## config.mk

```make
export PLATFORM = sky130hd
export DESIGN_NAME = uart_frame_accumulator
export DESIGN_NICKNAME = d
export VERILOG_FILES = /design/src/rtl/uart_acc_pkg.sv /design/src/rtl/uart_acc_timeout.sv /design/src/rtl/uart_frame_accumulator.sv
export SDC_FILE = /design/constraint.sdc
export NUM_CORES = 2
export LEC_CHECK = 0
export ABC_AREA = 1
export BUFFER_PORTS_ARGS = -buffer_cell sky130_fd_sc_hd__buf_2
export CAP_MARGIN = 25
export CORE_ASPECT_RATIO = 0.5
export CORE_MARGIN = 2
export CORE_UTILIZATION = 58
export CTS_BUF_LIST = sky130_fd_sc_hd__clkbuf_8
export DETAILED_ROUTE_END_ITERATION = 6
export PLACE_DENSITY = 0.77
export SETUP_SLACK_MARGIN = 0.02
export SLEW_MARGIN = 20
export SYNTH_ARGS = -nofsm -noshare
export SYNTH_HDL_FRONTEND = slang
export SYNTH_SLANG_ARGS = --single-unit
```

## constraint.sdc

```tcl
create_clock -name clk -period 2.95 [get_ports clk]
set_input_delay 0.295 -clock clk [delete_from_list [all_inputs] [get_ports clk]]
set_output_delay 0.295 -clock clk [all_outputs]
set_load 0.01 [all_outputs]
```

## src/rtl/uart_acc_pkg.sv

```systemverilog
// Shared types and constants for the UART frame accumulator.
// The escape constants are only used when UART_ACC_ESCAPE_EN is defined.
package uart_acc_pkg;

    typedef enum logic [1:0] {
        ST_IDLE  = 2'd0,
        ST_ACCUM = 2'd1,
        ST_TERM2 = 2'd2,
        ST_HOLD  = 2'd3
    } acc_state_t;

    localparam logic [1:0] ERR_NONE     = 2'd0;
    localparam logic [1:0] ERR_TIMEOUT  = 2'd1;
    localparam logic [1:0] ERR_OVERFLOW = 2'd2;
    localparam logic [1:0] ERR_BADTERM  = 2'd3;

    localparam logic [7:0] ESC_BYTE = 8'h7D;
    localparam logic [7:0] ESC_XOR  = 8'h20;

endpackage

```

## src/rtl/uart_acc_timeout.sv

```systemverilog
// Inter-byte watchdog. Counts enabled cycles since the last clear and
// flags expiry in the LIMIT-th enabled cycle, so a gap of exactly LIMIT
// cycles between accepts expires in the same cycle the next accept lands
// (the parent gives the accept priority). Clears whenever it is disabled.
module uart_acc_timeout #(
    parameter int LIMIT = 2000
) (
    input  logic clk,
    input  logic reset,
    input  logic clear,
    input  logic enable,
    output logic expired
);

    // Counter only has to hold 0 .. LIMIT-1.
    localparam int CNT_W = (LIMIT > 1) ? $clog2(LIMIT) : 1;

    logic [CNT_W-1:0] count_q;
    logic [CNT_W-1:0] count_d;

    assign expired = enable && !clear && (count_q == CNT_W'(LIMIT - 1));

    // Next count: zero when cleared or idle, hold once expired.
    always_comb begin
        count_d = count_q;
        if (clear || !enable) begin
            count_d = '0;
        end else if (!expired) begin
            count_d = count_q + CNT_W'(1);
        end
    end

    // Counter register.
    always_ff @(posedge clk) begin
        if (reset) begin
            count_q <= '0;
        end else begin
            count_q <= count_d;
        end
    end

endmodule

```

## src/rtl/uart_frame_accumulator.sv

```systemverilog
// UART frame accumulator: gathers strobed bytes into a frame buffer, ends
// the frame on a per-frame selectable terminator (CR, or BE EF pair), and
// presents it through a valid/ready handshake. Errors are sticky until the
// next frame starts. Optional byte escaping plus a dropped-byte counter are
// enabled with the UART_ACC_ESCAPE_EN macro.
module uart_frame_accumulator
    import uart_acc_pkg::*;
#(
    parameter int         MAX_BYTES = 128,
    parameter int         SIZE_W    = 8,
    parameter int         TIMEOUT   = 2000,
    parameter logic [7:0] TERM_CR   = 8'h0D,
    parameter logic [7:0] TERM_HI   = 8'hBE,
    parameter logic [7:0] TERM_LO   = 8'hEF
) (
    input  logic                   clk,
    input  logic                   reset,
    input  logic                   soft_reset,
    input  logic [7:0]             input_data,
    input  logic                   accumulate,
    input  logic                   ble_side,
    output logic [8*MAX_BYTES-1:0] output_data,
    output logic [SIZE_W-1:0]      output_data_size,
    output logic                   frame_valid,
    input  logic                   frame_ready,
    output logic                   done,
    output logic                   error,
    output logic [1:0]             error_code
`ifdef UART_ACC_ESCAPE_EN
    ,
    output logic [7:0]             drop_count
`endif
);

    acc_state_t             state_q, state_d;
    logic                   acc_dly_q, acc_dly_d;
    logic                   mode_q, mode_d;
    logic [SIZE_W-1:0]      count_q, count_d;
    logic [SIZE_W-1:0]      size_q, size_d;
    logic                   error_q, error_d;
    logic [1:0]             code_q, code_d;
    logic [8*MAX_BYTES-1:0] out_q, out_d;
    logic [8*MAX_BYTES-1:0] buf_flat;

    logic       accept;
    logic       mode_eff;
    logic       do_store, do_hold, do_abort;
    logic       store_en, clear_buf;
    logic [7:0] store_byte;
    logic       tmo_enable, tmo_expired;

`ifdef UART_ACC_ESCAPE_EN
    logic       esc_q, esc_d;
    logic [7:0] drop_q, drop_d;
`endif

    // One byte per rising edge of the strobe level, seen in the clk domain.
    assign accept = accumulate && !acc_dly_q;

    assign tmo_enable = (state_q == ST_ACCUM) || (state_q == ST_TERM2);

    uart_acc_timeout #(
        .LIMIT (TIMEOUT)
    ) u_timeout (
        .clk     (clk),
        .reset   (reset),
        .clear   (accept),
        .enable  (tmo_enable),
        .expired (tmo_expired)
    );

    // Frame control: classify each accepted byte, then apply store/hold/abort.
    always_comb begin
        state_d    = state_q;
        acc_dly_d  = accumulate;
        mode_d     = mode_q;
        count_d    = count_q;
        size_d     = size_q;
        error_d    = error_q;
        code_d     = code_q;
        out_d      = out_q;
        do_store   = 1'b0;
        do_hold    = 1'b0;
        do_abort   = 1'b0;
        store_en   = 1'b0;
        clear_buf  = 1'b0;
        store_byte = input_data;
`ifdef UART_ACC_ESCAPE_EN
        esc_d      = esc_q;
`endif
        // The first byte of a frame uses the live mode input; later bytes
        // use the mode latched when the frame started.
        mode_eff   = (state_q == ST_IDLE) ? ble_side : mode_q;

        case (state_q)
            ST_IDLE, ST_ACCUM: begin
                if ((state_q == ST_ACCUM) && soft_reset) begin
                    do_abort = 1'b1;
                end else if (accept) begin
                    if (state_q == ST_IDLE) begin
                        mode_d  = ble_side;
                        error_d = 1'b0;
                        code_d  = ERR_NONE;
                    end
                    state_d = ST_ACCUM;
`ifdef UART_ACC_ESCAPE_EN
                    // An escaped byte is always data, never a terminator.
                    if (esc_q) begin
                        do_store   = 1'b1;
                        store_byte = input_data ^ ESC_XOR;
                        esc_d      = 1'b0;
                    end else if (input_data == ESC_BYTE) begin
                        esc_d = 1'b1;
                    end else
`endif
                    if (mode_eff && (input_data == TERM_CR)) begin
                        do_hold = 1'b1;
                    end else if (!mode_eff && (input_data == TERM_HI)) begin
                        state_d = ST_TERM2;
                    end else begin
                        do_store = 1'b1;
                    end
                end else if (tmo_expired) begin
                    do_abort = 1'b1;
                    error_d  = 1'b1;
                    code_d   = ERR_TIMEOUT;
                end
            end
            ST_TERM2: begin
                if (soft_reset) begin
                    do_abort = 1'b1;
                end else if (accept) begin
                    if (input_data == TERM_LO) begin
                        do_hold = 1'b1;
                    end else begin
                        do_abort = 1'b1;
                        error_d  = 1'b1;
                        code_d   = ERR_BADTERM;
                    end
                end else if (tmo_expired) begin
                    do_abort = 1'b1;
                    error_d  = 1'b1;
                    code_d   = ERR_TIMEOUT;
                end
            end
            ST_HOLD: begin
                if (frame_ready) begin
                    state_d = ST_IDLE;
                end
            end
            default: state_d = ST_IDLE;
        endcase

        // A full buffer turns the next data byte into an overflow abort.
        if (do_store) begin
            if (count_q == SIZE_W'(MAX_BYTES)) begin
                do_abort = 1'b1;
                error_d  = 1'b1;
                code_d   = ERR_OVERFLOW;
            end else begin
                store_en = 1'b1;
                count_d  = count_q + SIZE_W'(1);
            end
        end

        if (do_hold) begin
            state_d   = ST_HOLD;
            out_d     = buf_flat;
            size_d    = count_q;
            clear_buf = 1'b1;
            count_d   = '0;
        end

        if (do_abort) begin
            state_d   = ST_IDLE;
            clear_buf = 1'b1;
            count_d   = '0;
        end

`ifdef UART_ACC_ESCAPE_EN
        if (do_hold || do_abort) begin
            esc_d = 1'b0;
        end
`endif
    end

    // Frame buffer: one byte lane per slot, written at the current count.
    for (genvar gi = 0; gi < MAX_BYTES; gi++) begin : g_buf
        logic [7:0] byte_q, byte_d;

        // Byte lane update: clear on frame hand-off/abort, else store.
        always_comb begin
            byte_d = byte_q;
            if (clear_buf) begin
                byte_d = '0;
            end else if (store_en && (count_q == SIZE_W'(gi))) begin
                byte_d = store_byte;
            end
        end

        // Byte lane register.
        always_ff @(posedge clk) begin
            if (reset) begin
                byte_q <= '0;
            end else begin
                byte_q <= byte_d;
            end
        end

        assign buf_flat[8*gi +: 8] = byte_q;
    end

    // Control and output registers.
    always_ff @(posedge clk) begin
        if (reset) begin
            state_q   <= ST_IDLE;
            acc_dly_q <= 1'b0;
            mode_q    <= 1'b0;
            count_q   <= '0;
            size_q    <= '0;
            error_q   <= 1'b0;
            code_q    <= ERR_NONE;
            out_q     <= '0;
        end else begin
            state_q   <= state_d;
            acc_dly_q <= acc_dly_d;
            mode_q    <= mode_d;
            count_q   <= count_d;
            size_q    <= size_d;
            error_q   <= error_d;
            code_q    <= code_d;
            out_q     <= out_d;
        end
    end

`ifdef UART_ACC_ESCAPE_EN
    // Dropped-byte count: saturating, bumped on every accept while holding.
    always_comb begin
        drop_d = drop_q;
        if ((state_q == ST_HOLD) && accept && (drop_q != 8'hFF)) begin
            drop_d = drop_q + 8'd1;
        end
    end

    // Escape and drop counter registers.
    always_ff @(posedge clk) begin
        if (reset) begin
            esc_q  <= 1'b0;
            drop_q <= '0;
        end else begin
            esc_q  <= esc_d;
            drop_q <= drop_d;
        end
    end

    assign drop_count = drop_q;
`endif

    assign output_data      = out_q;
    assign output_data_size = size_q;
    assign frame_valid      = (state_q == ST_HOLD);
    assign done             = (state_q == ST_IDLE) || (state_q == ST_HOLD);
    assign error            = error_q;
    assign error_code       = code_q;

endmodule

```

==> run_results.csv <==
group,metric,value,unit
global_routing,grt_max_degree,188,
sta,rsz0062_at_grt,"true",
cts,cts_tree,"yes",
routing,drt_iter0_drc,8233,
critical_path,reg2reg_slack,0.22,ns
layout,area_growth,15.7,%
routing,via_count,88300,
sta,drv_slew,0,
die,die_h,283,um
critical_path,cp_max_fo,68,
sta,max_freq,367,MHz
sta,fin_tns_setup,0,ns
die,initial_core_util,0.584,
synthesis,synth_nets,13600,
sta,fin_crit,2.73,ns
critical_path,path_class,"flop to flop",
routing,route.met2.wl,136,mm
routing,drcViolationCount,0,
power,power_density,524,nW/um^2
cts,cts-buffers-inserted,298,
die,die-area,159000,um^2
power,power,54700,uW
layout,layout_common_cells,"nor2_1 (3219), nand2_1 (3062), dfxtp_1 (2082)",
placement,post-dp-hpwl,191,mm
sta,setup_viol,0,
synthesis,synth-seq-cells,2082,
cts,htree_levels,5,
global_routing,grt_pass1_vias,81300,
global_routing,track_usage,0.338,
routing,firstDrtPassIters,6,
cts,cts_buffer_depth,4,
global_routing,grt_pass1_wl,432,mm
routing,maxUsedRoutingLayer,"met5",
die,io_pins,1051,
sta,timing.slew.headroom,0.297,
placement,place_ws,0.211,ns
layout,fin_nets,14400,
critical_path,critPathArrivalTime,3.48,ns
status,status,"finished clean",
worst_hold_path,hold_end,"g_buf[55].byte_q[2]",
critical_path,crit_chain,"inv_1, ha_1, inv_2, nand2_1, nand2_1, nor2_1, nand2_1, nand2_1, nor2_4, buf_12, buf_12, nand3_1, nand2_1, nand2_1, inv_2, nor2_1",
power,ir_drop,0.000327,V
routing,via_per_inst,5.28,
critical_path,slowest_stage,"dfxtp_1",
critical_path,worst_r2r_endpoint,"g_buf[116].byte_q[4]",
placement,gp_congestion,0.897,
critical_path,worst_path_largest_cell_delay,0.37,ns
die,rows,102,
sta,fin_skew,0.0477,ns
synthesis,ys.warnings.count,0,
cts,cts.clk_slew.worst_paths,0.07,ns
critical_path,endpoint_kind,"flop",
synthesis,synth_cell_types,31,
critical_path,required,3.71,ns
layout,mostFrequentLayoutCell,"nor2_1",
critical_path,critPathTopFamily,"simple AND/OR/NAND/NOR gates",
routing,drt.antenna.violating_nets,0,
routing,drt-met1-wl,110,mm
layout,num-fill-cells,13700,
worst_hold_path,holdPathStages,6,
flow_run,max-cap-violations,0,
synthesis,syn_inst,13600,
critical_path,r2r-start,"state_q[0]",
cts,root_buffer,"clkbuf_8",
routing,drt-wirelength-per-cell,16.9,um
synthesis,avgSynthCellArea,6.63,um^2
die,die_w,562,um
critical_path,path_depth,16,
synthesis,seq_area_frac_synth,0.462,
critical_path,critical_path_buf_inv_count,5,
synthesis,synth_area,90300,um^2
global_routing,antenna_found_initial,11,
power,p_leak,0.0466,uW
sta,hold_viol,0,
sta,fin_ws,0.225,ns
critical_path,cpMostUsedCell,"nand2_1",
die,core,155000,um^2
placement,port_buffers,1050,
cts,clock_latency,0.92,ns
worst_hold_path,min_path_type,"input pin to flop",
worst_hold_path,min_from,"input_data[2]",
sta,timing.final.crit_share,0.924,
sta,worst_pin_slew,1.05,ns
layout,drive_gt1_frac,0.139,
cts,cts.sinks,2082,
routing,met3_wirelength,19.4,mm
global_routing,grt_overflow_total,0,
critical_path,rr_worst_depth,16,
routing,routed_wl,282,mm
critical_path,critPathLaunchType,"flop",
-- synth_stat cells --
| cell | count | area [um^2] |
|---|---|---|
| a31oi_1 | 1 | 6.26 |
| nand2_4 | 1 | 11.3 |
| inv_4 | 1 | 6.26 |
| buf_4 | 89 | 668 |
| clkbuf_1 | 368 | 1380 |
| o211ai_1 | 2 | 15.0 |
| inv_2 | 34 | 128 |
| nor3_1 | 7 | 35.0 |
| xor2_1 | 7 | 61.3 |
| nor2_4 | 4 | 45.0 |
| o31ai_1 | 1 | 7.51 |
| buf_2 | 343 | 1720 |
| dfxtp_1 | 2082 | 41700 |
| clkinv_1 | 1 | 3.75 |
| buf_1 | 137 | 514 |
| a21boi_0 | 1 | 7.51 |
| nand2_2 | 2 | 12.5 |
| buf_6 | 3 | 33.8 |
| o21ai_0 | 123 | 616 |
| nand3_1 | 1038 | 5190 |
| nor2_1 | 3219 | 12100 |
| nor2_2 | 46 | 288 |
| ha_1 | 9 | 113 |
| o22ai_1 | 3 | 18.8 |
| xnor2_1 | 2 | 17.5 |
| nand4_1 | 1028 | 6430 |
| nand2_1 | 3063 | 11500 |
| nand3_2 | 30 | 300 |
| a211oi_1 | 1 | 7.51 |
| inv_1 | 1952 | 7330 |
| a21oi_1 | 12 | 60.1 |
-- metal layers --
layer | GRT usage | up-vias
met5 | 0 | -
met4 | 0.202 | 6
met3 | 0.0518 | 942
met2 | 0.571 | 3191
met1 | 0.406 | 40800
li1 | - | 43400
-- how the worst max path moves through the flow --
stage,start,endpoint,slack (ns)
after floorplan,state_q[1],g_buf[52].byte_q[5],0.88
after global placement,count_q[6],g_buf[71].byte_q[5],0.32
after detailed placement,state_q[0],output_data[132],0.21
after CTS,state_q[1],error_code[1],0.13
after global routing,state_q[0],g_buf[116].byte_q[4],0.009
final,state_q[0],g_buf[116].byte_q[4],0.22
-- metrics by stage --
step | util | std cells | cell area [um^2] | hold WS, ns
4_1_cts | 0.674 | 16700 | 104000 | 0.0164
5_1_grt | 0.675 | 16700 | 104000 | 0.0540
3_5_place_dp | 0.634 | 16200 | 98100 | 0.464
3_3_place_gp | 0.634 | 16200 | 98100 | 0.457
6_report | 0.676 | 16700 | 104000 | 0.0790
2_1_floorplan | - | 13600 | 90300 | 0.364
-- registers in the layout (all words and copies together) (netlist names) --
name,flops
mode_q,1
count_q,8
output_data,1024
error,1
output_data_size,8
acc_dly_q,1
state_q,2
u_timeout.count_q,11
g_buf.byte_q,1024
error_code,2
-- cells by family after synthesis --
kind of cell / after synthesis / synth area share
adders and majority gates: 9 / 0.00125
xor gates and xnor gates: 9 / 0.000873
AOI/OAI and AO/OA: 144 / 0.00818
and+or+nand+nor: 8438 / 0.398
buffers and inverters: 2928 / 0.130
DFF: 2082 / 0.462
-- area by class of cell --
| cell class | count | area (um^2) | area share |
|---|---|---|---|
| clock buffers | 379 | 5220 | 0.0499 |
| repair buffers | 1451 | 9560 | 0.0915 |
| diodes | 5 | 12.5 | 0.000120 |
| flip-flops and latches | 2082 | 41700 | 0.399 |
| well taps | 2080 | 2600 | 0.0249 |
| multi-input cells | 8600 | 37000 | 0.354 |
| clock inverters | 141 | 950 | 0.00909 |
| inverters | 1988 | 7510 | 0.0718 |
-- worst min-delay path: stages --
cell and delay, ns:
buf_6 0.10, buf_12 0.21, nand4_1 0.18, nand2_1 0.05, inv_1 0.04, nor2_1 0.03
-- what timing repair did --
| item | CTS | global route |
|---|---|---|
| buffers inserted | 0 | 2 |
| hold buffers | 11 | 0 |
| setup endpoints to repair | 0 | 495 |
| endpoints found under the hold margin | 75 | 0 |
| resized for setup | 0 | 22 |
-- where the power goes --
group,leakage (uW),total [uW],internal [uW],switching (uW)
Combinational,0.0264,2700,623,2080
Clock,0.00345,23900,12400,11500
Sequential,0.0168,28200,28100,21.4
No activity file was read; power rests on OpenSTA's default activity.
